File: src/rtl/pcm_to_i2s_tx_if.sv
// PCM sample-pair handshake between the delay/sum path and the I2S transmitter.
interface pcm_to_i2s_tx_if #(
  parameter int unsigned NUMBER_OF_BITS = 8
);
  logic                      in_valid;
  logic                      in_ready;
  logic [NUMBER_OF_BITS-1:0] in_left;
  logic [NUMBER_OF_BITS-1:0] in_right;

  modport master (output in_valid, output in_left, output in_right, input in_ready);
  modport slave  (input in_valid, input in_left, input in_right, output in_ready);
endinterface

File: src/rtl/pcm_to_i2s_tx.sv
// PCM pair to I2S transmitter: free-running ws, one-entry holding register,
// one-bit-delayed MSB-first serial data, sticky underrun flag.
// Optional build macro PCM_TX_MONO_SUM_EN sends floor((L+R)/2) in both slots.
module pcm_to_i2s_tx #(
  parameter int unsigned NUMBER_OF_BITS = 8,
  parameter int unsigned SLOT_BITS      = 16
) (
  input  logic             clk,
  input  logic             reset,
  pcm_to_i2s_tx_if.slave   pcm,
  output logic             ws_out,
  output logic             sd_out,
  output logic             frame_start,
  output logic             underrun,
  input  logic             clear_underrun
);

  localparam int unsigned CNT_W = (SLOT_BITS > 1) ? $clog2(SLOT_BITS) : 1;
  localparam logic [CNT_W-1:0] SLOT_LAST = CNT_W'(SLOT_BITS - 1);
  localparam logic [CNT_W-1:0] SLOT_PRE  = CNT_W'(SLOT_BITS - 2);
  localparam logic [CNT_W-1:0] DATA_END  = CNT_W'(NUMBER_OF_BITS);

  logic [CNT_W-1:0]          slot_cnt, slot_cnt_nxt;
  logic                      hold_full, hold_full_nxt;
  logic [NUMBER_OF_BITS-1:0] hold_l, hold_r;
  logic                      started;
  logic [NUMBER_OF_BITS-1:0] act_l, act_r;
  logic [NUMBER_OF_BITS-1:0] load_l, load_r;
  logic [NUMBER_OF_BITS-1:0] src_l, src_r;
  logic [NUMBER_OF_BITS-1:0] sel_word, shifted;
  logic                      frame_load, load_next, xfer;
  logic                      ws_nxt, sd_nxt, ready_nxt, underrun_nxt, underrun_set;
`ifdef PCM_TX_MONO_SUM_EN
  logic [NUMBER_OF_BITS:0]   mono_sum;
`endif

  // Next-state and next-output computation
  always_comb begin
    frame_load    = (slot_cnt == SLOT_LAST) && ws_out;
    load_next     = (slot_cnt == SLOT_PRE) && ws_out;
    xfer          = pcm.in_valid && pcm.in_ready;
    slot_cnt_nxt  = (slot_cnt == SLOT_LAST) ? '0 : slot_cnt + CNT_W'(1);
    ws_nxt        = (slot_cnt == SLOT_LAST) ? ~ws_out : ws_out;
    hold_full_nxt = xfer || (hold_full && !frame_load);
    ready_nxt     = !hold_full_nxt || load_next;

    // An empty holding register loads a silent frame
    src_l = hold_full ? hold_l : '0;
    src_r = hold_full ? hold_r : '0;
`ifdef PCM_TX_MONO_SUM_EN
    mono_sum = {src_l[NUMBER_OF_BITS-1], src_l} + {src_r[NUMBER_OF_BITS-1], src_r};
    load_l   = NUMBER_OF_BITS'(mono_sum >> 1);
    load_r   = NUMBER_OF_BITS'(mono_sum >> 1);
`else
    load_l = src_l;
    load_r = src_r;
`endif

    underrun_set = frame_load && !hold_full && started;
    underrun_nxt = underrun_set ? 1'b1 : (clear_underrun ? 1'b0 : underrun);

    // Slot cycle k = slot_cnt+1 shows bit N-k of the slot word (one-bit delay)
    sel_word = ws_out ? act_r : act_l;
    shifted  = sel_word << slot_cnt;
    sd_nxt   = (slot_cnt < DATA_END) ? shifted[NUMBER_OF_BITS-1] : 1'b0;
  end

  // State and registered outputs, synchronous active-high reset
  always_ff @(posedge clk) begin
    if (reset) begin
      slot_cnt     <= '0;
      ws_out       <= 1'b1;
      sd_out       <= 1'b0;
      frame_start  <= 1'b0;
      underrun     <= 1'b0;
      pcm.in_ready <= 1'b1;
      hold_full    <= 1'b0;
      hold_l       <= '0;
      hold_r       <= '0;
      started      <= 1'b0;
      act_l        <= '0;
      act_r        <= '0;
    end else begin
      slot_cnt     <= slot_cnt_nxt;
      ws_out       <= ws_nxt;
      sd_out       <= sd_nxt;
      frame_start  <= frame_load;
      underrun     <= underrun_nxt;
      pcm.in_ready <= ready_nxt;
      hold_full    <= hold_full_nxt;
      if (xfer) begin
        hold_l  <= pcm.in_left;
        hold_r  <= pcm.in_right;
        started <= 1'b1;
      end
      if (frame_load) begin
        act_l <= load_l;
        act_r <= load_r;
      end
    end
  end

endmodule
File: src/flat_wrapper.sv
// flat-port wrapper written by rule: the top's interface ports become plain ports
module pcm_to_i2s_tx_flat 
#(
  parameter int unsigned NUMBER_OF_BITS = 8,
  parameter int unsigned SLOT_BITS      = 16
)
  (clk, reset, ws_out, sd_out, frame_start, underrun, clear_underrun, pcm_in_valid, pcm_in_left, pcm_in_right, pcm_in_ready);
  pcm_to_i2s_tx_if #(.NUMBER_OF_BITS(NUMBER_OF_BITS)) pcm_i ();
  input  logic clk;
  input  logic reset;
  output logic ws_out;
  output logic sd_out;
  output logic frame_start;
  output logic underrun;
  input  logic clear_underrun;
  input wire logic [$bits(pcm_i.in_valid)-1:0] pcm_in_valid;
  input wire logic [$bits(pcm_i.in_left)-1:0] pcm_in_left;
  input wire logic [$bits(pcm_i.in_right)-1:0] pcm_in_right;
  output wire logic [$bits(pcm_i.in_ready)-1:0] pcm_in_ready;
  assign pcm_i.in_valid = pcm_in_valid;
  assign pcm_i.in_left = pcm_in_left;
  assign pcm_i.in_right = pcm_in_right;
  assign pcm_in_ready = pcm_i.in_ready;
  pcm_to_i2s_tx #(.NUMBER_OF_BITS(NUMBER_OF_BITS), .SLOT_BITS(SLOT_BITS)) u_core (.clk(clk), .reset(reset), .pcm(pcm_i), .ws_out(ws_out), .sd_out(sd_out), .frame_start(frame_start), .underrun(underrun), .clear_underrun(clear_underrun));
endmodule
File: config.mk
export PLATFORM = sky130hd
export DESIGN_NAME = pcm_to_i2s_tx_flat
export DESIGN_NICKNAME = d
export VERILOG_FILES = /design/src/rtl/pcm_to_i2s_tx_if.sv /design/src/rtl/pcm_to_i2s_tx.sv /design/src/flat_wrapper.sv
export SDC_FILE = /design/constraint.sdc
export NUM_CORES = 1
export LEC_CHECK = 0
export CAP_MARGIN = 5
export CORE_ASPECT_RATIO = 0.5
export CORE_MARGIN = 3
export CORE_UTILIZATION = 49
export DETAILED_ROUTE_END_ITERATION = 10
export PLACE_DENSITY = 0.74
export SYNTH_ARGS = -nofsm -noshare
export SYNTH_HDL_FRONTEND = slang
export SYNTH_SLANG_ARGS = --single-unit
File: constraint.sdc
create_clock -name clk -period 4.55 [get_ports clk]
set_clock_uncertainty 0.1 [all_clocks]
set_input_delay 0.91 -clock clk [delete_from_list [all_inputs] [get_ports clk]]
set_output_delay 0.91 -clock clk [all_outputs]
set_load 0.005 [all_outputs]
==> results of run 1 <==
cell usage in the layout, fill, tap and decap left out:
master	n
dfxtp_1	43
nand2_1	34
clkdlybuf4s50_1	24
a21oi_1	20
a22o_1	16
nor2_1	7
clkbuf_8	5
mux2i_1	3
nand4_1	2
and2_1	2
mux4_2	2
nor3_1	2
ha_1	2
inv_2	1
and3_1	1
and2_4	1
nor2_4	1
inv_1	1
o21ai_0	1
nand4b_1	1
nand2b_1	1
nand3b_1	1
mux2_1	1
or3_1	1
nand3_1	1
o2111ai_1	1
nor2b_1	1
a22oi_1	1
o211ai_1	1
a211oi_1	1
o21bai_1	1
xnor2_1	1
clkbuf_1	1
buf_4	1
area by class of cell:
type	count	area [um2]
clock buffers	6	72.6
fillers	257	1170
inverters	2	7.51
multi-input cells	107	659
flip-flops and latches	43	861
well taps	40	50.0
repair buffers	25	248
cells in the mapped netlist (all sizes together) (2+ instances only):
master	number
a21oi	20
ha	2
clkbuf	2
nand4	2
mux4	2
nand2	34
nor2	8
and2	3
nor3	2
buf	11
inv	2
a22o	16
dfxtp	43
mux2i	3
final timing paths:
check | from | end | slack (ns) | depth (start not counted)
worst max-delay path | u_core.ws_out | ws_out | 2.06 | 1
worst min-delay path | u_core.hold_r[5] | u_core.hold_r[5] | 0.36 | 2
worst max register to register | u_core.slot_cnt[1] | u_core.act_l[1] | 2.47 | 5
worst min register to register | u_core.hold_r[5] | u_core.hold_r[5] | 0.36 | 2
state kept, by name, summed over array words and instances, names as in the netlist, 4 cells and up:
| signal | count |
|---|---|
| u_core.act_l | 8 |
| u_core.hold_l | 8 |
| u_core.act_r | 8 |
| u_core.hold_r | 8 |
| u_core.slot_cnt | 4 |
power groups by stage:
| stage | combinational [mW] | sequential (mW) | clock (mW) |
|---|---|---|---|
| global route | 0.0645 | 0.404 | 0.231 |
| detailed placement | 0.0576 | 0.411 | 0 |
| global placement | 0.0562 | 0.411 | 0 |
| floorplan | 0.0389 | 0.404 | 0 |
| CTS | 0.0577 | 0.402 | 0.220 |
| finish | 0.0573 | 0.403 | 0.217 |
cell families (layout without fill, tap and decap cells):
group	after synthesis	count (layout)	share of synthesized area, %
XOR/XNOR	1	1	0.544
multiplexers	6	6	5.36
flip-flops	43	43	53.4
buffers and inverters	15	33	5.67
AND/OR/NAND/NOR	56	56	15.8
AO/OA/AOI/OAI	42	42	17.6
adder cells (fa/ha/maj)	2	2	1.55
per-layer routing:
metal	part of all wire [%]	wire [um]	GRT usage (%)	vias up
li1	-	-	-	608
met1	55	1640	21.0	515
met2	39	1170	24.1	18
met3	3.7	111	5.36	5
met4	1.6	48	8.26	0
met5	0	0	0	-
per-stage QoR:
step                      setup WS (ns)  total power, mW  util [%]
after floorplan                    2.61            0.443         -
after global placement             1.98            0.467      59.6
after detailed placement           1.94            0.469      59.6
after CTS                          2.05            0.680      61.9
after global routing               2.00            0.700      61.9
final                              2.06            0.677      61.9
==> run_results.csv, run 1 <==
group,metric,value,unit
critical_path,worstPathArrival,1.48,ns
route,drc,0,
route,num_vias,1146,
critical_path,cp_num_buf_inv,1,
logic_synthesis,yosys_warnings,0,
power_and_ir_drop,seqPwrFrac,59.5,%
logic_synthesis,synth-edff-count,0,
timing,clock.fmax,0.402,GHz
grt,gr-usage-all-layers,16.1,%
critical_path,crit_type,"reg -> out",
power_and_ir_drop,irDropWorstVdd,0.000193,V
timing,rsz0062_at_grt,"false",
power_and_ir_drop,power.switching,0.154,mW
logic_synthesis,yosys-top-cells-area,"dfxtp_1, a22o_1, nand2_1",
cells_and_area,final_cell_area,1900,um2
flow_run,drv_cap,0,
timing,finalSetupTns,0,ns
die,start_util,52.6,%
timing,setup_viol,0,
timing,timing.final.hold_violations,0,
cells_and_area,insertedDiodeCount,0,
die,core_area,3070,um2
logic_synthesis,synthCells,165,
logic_synthesis,synthesis.nets,187,
route,finalWirelength,2.97,mm
placement,dp_hpwl,2.03,mm
status,status,"finished clean",
grt,grt_overflow,0,
logic_synthesis,synth_seq_cells,43,
clock_tree,cts_buffers,5,
grt,grt_pass1_wl,4.76,mm
cells_and_area,drive_gt1_share,6.01,%
critical_path,cp_slowest_cell,"dfxtp_1",
power_and_ir_drop,powerDensity,357,nW/um2
clock_tree,clock_latency,0.29,ns
clock_tree,cts_tree,"done",
worst_hold_path,hp-class,"reg -> reg",
timing,slew_headroom,57.9,%
timing,fin_crit,2.49,ns
route,drt_iter0_drc,46,
die,rows,14,
die,die_w,87.1,um
cells_and_area,final_nets,206,
grt,grt_max_degree,28,
power_and_ir_drop,intPower,0.523,mW
clock_tree,cts_setup_buffers,0,
route,wl_per_cell,13.3,um
route,vias_per_cell,5.14,
clock_tree,cts-htree-levels,2,
clock_tree,clockRootBuffer,"clkbuf_8",
die,die_area,4050,um2
placement,port_buffers,24,
timing,maxSlewViolCount,0,
clock_tree,cts.path.max_buffers,2,
die,chipHeight,46.6,um
critical_path,required,3.54,ns
critical_path,cp_top_family,"flip-flops",
critical_path,crit_path_start_kind,"flop",
critical_path,worstSetupEndpointType,"primary output",
logic_synthesis,synth_flop_cell,"dfxtp_1",
clock_tree,ctsResizeCount,0,
timing,tightest_slew,0.631,ns
critical_path,crit_chain,"clkdlybuf4s50_1",
placement,dp.cells,217,
placement,placed_area,1830,um2
clock_tree,cts.sink_count,43,
logic_synthesis,synth_top_area_cell,"dfxtp_1",
critical_path,cp_max_fo,11,
critical_path,max_stage_delay,0.60,ns
grt,grt_pass1_vias,1053,
clock_tree,hold_buffers,0,
cells_and_area,area_growth,17.8,%
power_and_ir_drop,comb_power_share,8.5,%
logic_synthesis,async_flop_share,0,%
grt,antenna_found_initial,0,
clock_tree,cts.clk_slew.worst_paths,0.07,ns
timing,finalCritPeriodShare,54.7,%
route,dr.pass1.iters,4,
cells_and_area,final-instance-count-excl-fill,223,
power_and_ir_drop,p_clk_share,32.1,%
logic_synthesis,yosys.area.top_type_share,53.4,%
power_and_ir_drop,power_switching_share,22.7,%
logic_synthesis,synth_area,1610,um2
logic_synthesis,syn_area_per_cell,9.77,um2
placement,routabilityCongestion,0.782,
logic_synthesis,ys_types,35,
logic_synthesis,ys_seq_area_share,53.4,%
timing,fin_hold_ws,0.357,ns
power_and_ir_drop,p_leak,0.734,nW
route,antenna_left,0,
die,io_pins,25,
Power figures use the tool's default switching activity.
==> run 2: changes to the inputs <==
- CORE_UTILIZATION: 49 -> 47
- clock period: 4.55 -> 2.2 ns (I/O delays scaled with it)
==> run 2 against run 1 <==
Via count up 5.3%. Critical path depth unchanged. Critical path type unchanged. Die area up 3.8%. Highest routed layer is now met3. Sequential share of layout area down 1.8 points.
==> run_results.csv, run 2 (synthesis results as in run 1) <==
group,metric,value,unit
status,status,"finished clean",
critical_path,worstSetupEndpointType,"primary output",
placement,routabilityCongestion,0.844,
flow_run,drv_cap,0,
power_and_ir_drop,power.switching,0.336,mW
die,die_w,88.8,um
clock_tree,cts_tree,"done",
power_and_ir_drop,power_switching_share,22.4,%
clock_tree,clock_latency,0.29,ns
cells_and_area,final-instance-count-excl-fill,231,
clock_tree,cts.clk_slew.worst_paths,0.08,ns
grt,grt_max_degree,17,
timing,clock.fmax,0.531,GHz
placement,placed_area,1870,um2
power_and_ir_drop,seqPwrFrac,54.8,%
power_and_ir_drop,p_clk_share,36.1,%
cells_and_area,area_growth,22.5,%
critical_path,crit_chain,"clkdlybuf4s50_1",
clock_tree,cts_setup_buffers,0,
route,drt_iter0_drc,71,
critical_path,cp_max_fo,7,
clock_tree,cts.sink_count,43,
critical_path,crit_type,"reg -> out",
critical_path,crit_path_start_kind,"flop",
timing,slew_headroom,63.4,%
critical_path,cp_slowest_cell,"clkdlybuf4s50_1",
timing,finalSetupTns,0,ns
clock_tree,cts-htree-levels,2,
timing,timing.final.hold_violations,0,
timing,fin_crit,1.88,ns
power_and_ir_drop,powerDensity,759,nW/um2
placement,port_buffers,24,
route,vias_per_cell,5.23,
cells_and_area,drive_gt1_share,10.5,%
worst_hold_path,hp-class,"reg -> reg",
die,core_area,3140,um2
route,drc,0,
timing,setup_viol,0,
critical_path,cp_top_family,"buffers and inverters",
placement,dp.cells,223,
cells_and_area,final_cell_area,1970,um2
die,chipHeight,47.4,um
die,start_util,51.4,%
clock_tree,cts_buffers,5,
power_and_ir_drop,comb_power_share,9.1,%
power_and_ir_drop,irDropWorstVdd,0.000336,V
cells_and_area,final_nets,212,
grt,grt_pass1_vias,1020,
grt,gr-usage-all-layers,15.8,%
route,dr.pass1.iters,5,
cells_and_area,mostFrequentLayoutCell,"dfxtp_1",
timing,finalCritPeriodShare,85.7,%
clock_tree,clockRootBuffer,"clkbuf_8",
cells_and_area,insertedDiodeCount,0,
critical_path,worstPathArrival,1.34,ns
route,num_vias,1207,
grt,antenna_found_initial,0,
critical_path,required,1.66,ns
die,rows,14,
timing,maxSlewViolCount,0,
clock_tree,cts.path.max_buffers,2,
die,io_pins,25,
timing,tightest_slew,0.548,ns
power_and_ir_drop,intPower,1.16,mW
clock_tree,ctsResizeCount,0,
grt,grt_overflow,0,
placement,dp_hpwl,2.23,mm
critical_path,max_stage_delay,0.56,ns
route,finalWirelength,3.03,mm
power_and_ir_drop,p_leak,0.777,nW
critical_path,cp_num_buf_inv,1,
route,wl_per_cell,13.1,um
clock_tree,hold_buffers,0,
route,antenna_left,0,
die,die_area,4210,um2
cells_and_area,final_cell_mix,"dfxtp_1, nand2_1, clkdlybuf4s50_1",
grt,grt_pass1_wl,4.84,mm
timing,rsz0062_at_grt,"false",
==> run 2: cell types whose count changed in the layout (fill, tap and decap cells not counted), sizes merged <==
cell      previous run  this run
buf                  1         7
clkinvlp             0         1
clkbuf               6         7
==> run 2: path summary, 6_finish.rpt <==
path	from	cells after the start	to	slack (ns)
setup reg to reg	u_core.slot_cnt[0]	5	u_core.act_r[3]	0.54
setup / recovery	u_core.ws_out	1	ws_out	0.32
hold / removal	u_core.hold_l[6]	2	u_core.hold_l[6]	0.36
hold reg to reg	u_core.hold_l[6]	2	u_core.hold_l[6]	0.36
==> run 2: final cells by class <==
class / count / area, um2
fillers: 269 / 1160
flip-flops and latches: 43 / 861
multi-input cells: 107 / 659
repair buffers: 31 / 293
clock buffers: 7 / 96.3
well taps: 40 / 50.0
clock inverters: 1 / 7.51
inverters: 2 / 7.51
==> run 2: per-layer routing <==
layer / routed length [um] / GRT usage (%)
met1: 1590 / 22.0
met2: 1300 / 23.6
met3: 139 / 5.25
met4: 0 / 4.52
met5: 0 / 0
==> run 2: tightest hold or removal path, cell delays in order, from the launching register on <==
cell	delay (ns)
dfxtp_1	0.31
nand2_1	0.05
a21oi_1	0.05
==> run 2: through the flow <==
step | total power, mW | hold WS [ns] | util [%] | setup WS [ns]
after global placement | 0.975 | 0.345 | 59.7 | 0.379
after global routing | 1.56 | 0.380 | 63.0 | 0.269
after detailed placement | 0.977 | 0.350 | 59.7 | 0.343
after floorplan | 0.917 | 0.336 | - | 0.685
final | 1.50 | 0.357 | 63.0 | 0.315
after CTS | 1.51 | 0.361 | 63.0 | 0.306
==> run 2: power groups by stage <==
stage	Sequential, mW	Clock (mW)	Combinational, mW
final	0.822	0.541	0.136
after global placement	0.840	0	0.135
after CTS	0.822	0.556	0.137
after detailed placement	0.841	0	0.136
after global routing	0.826	0.579	0.153
after floorplan	0.836	0	0.0805
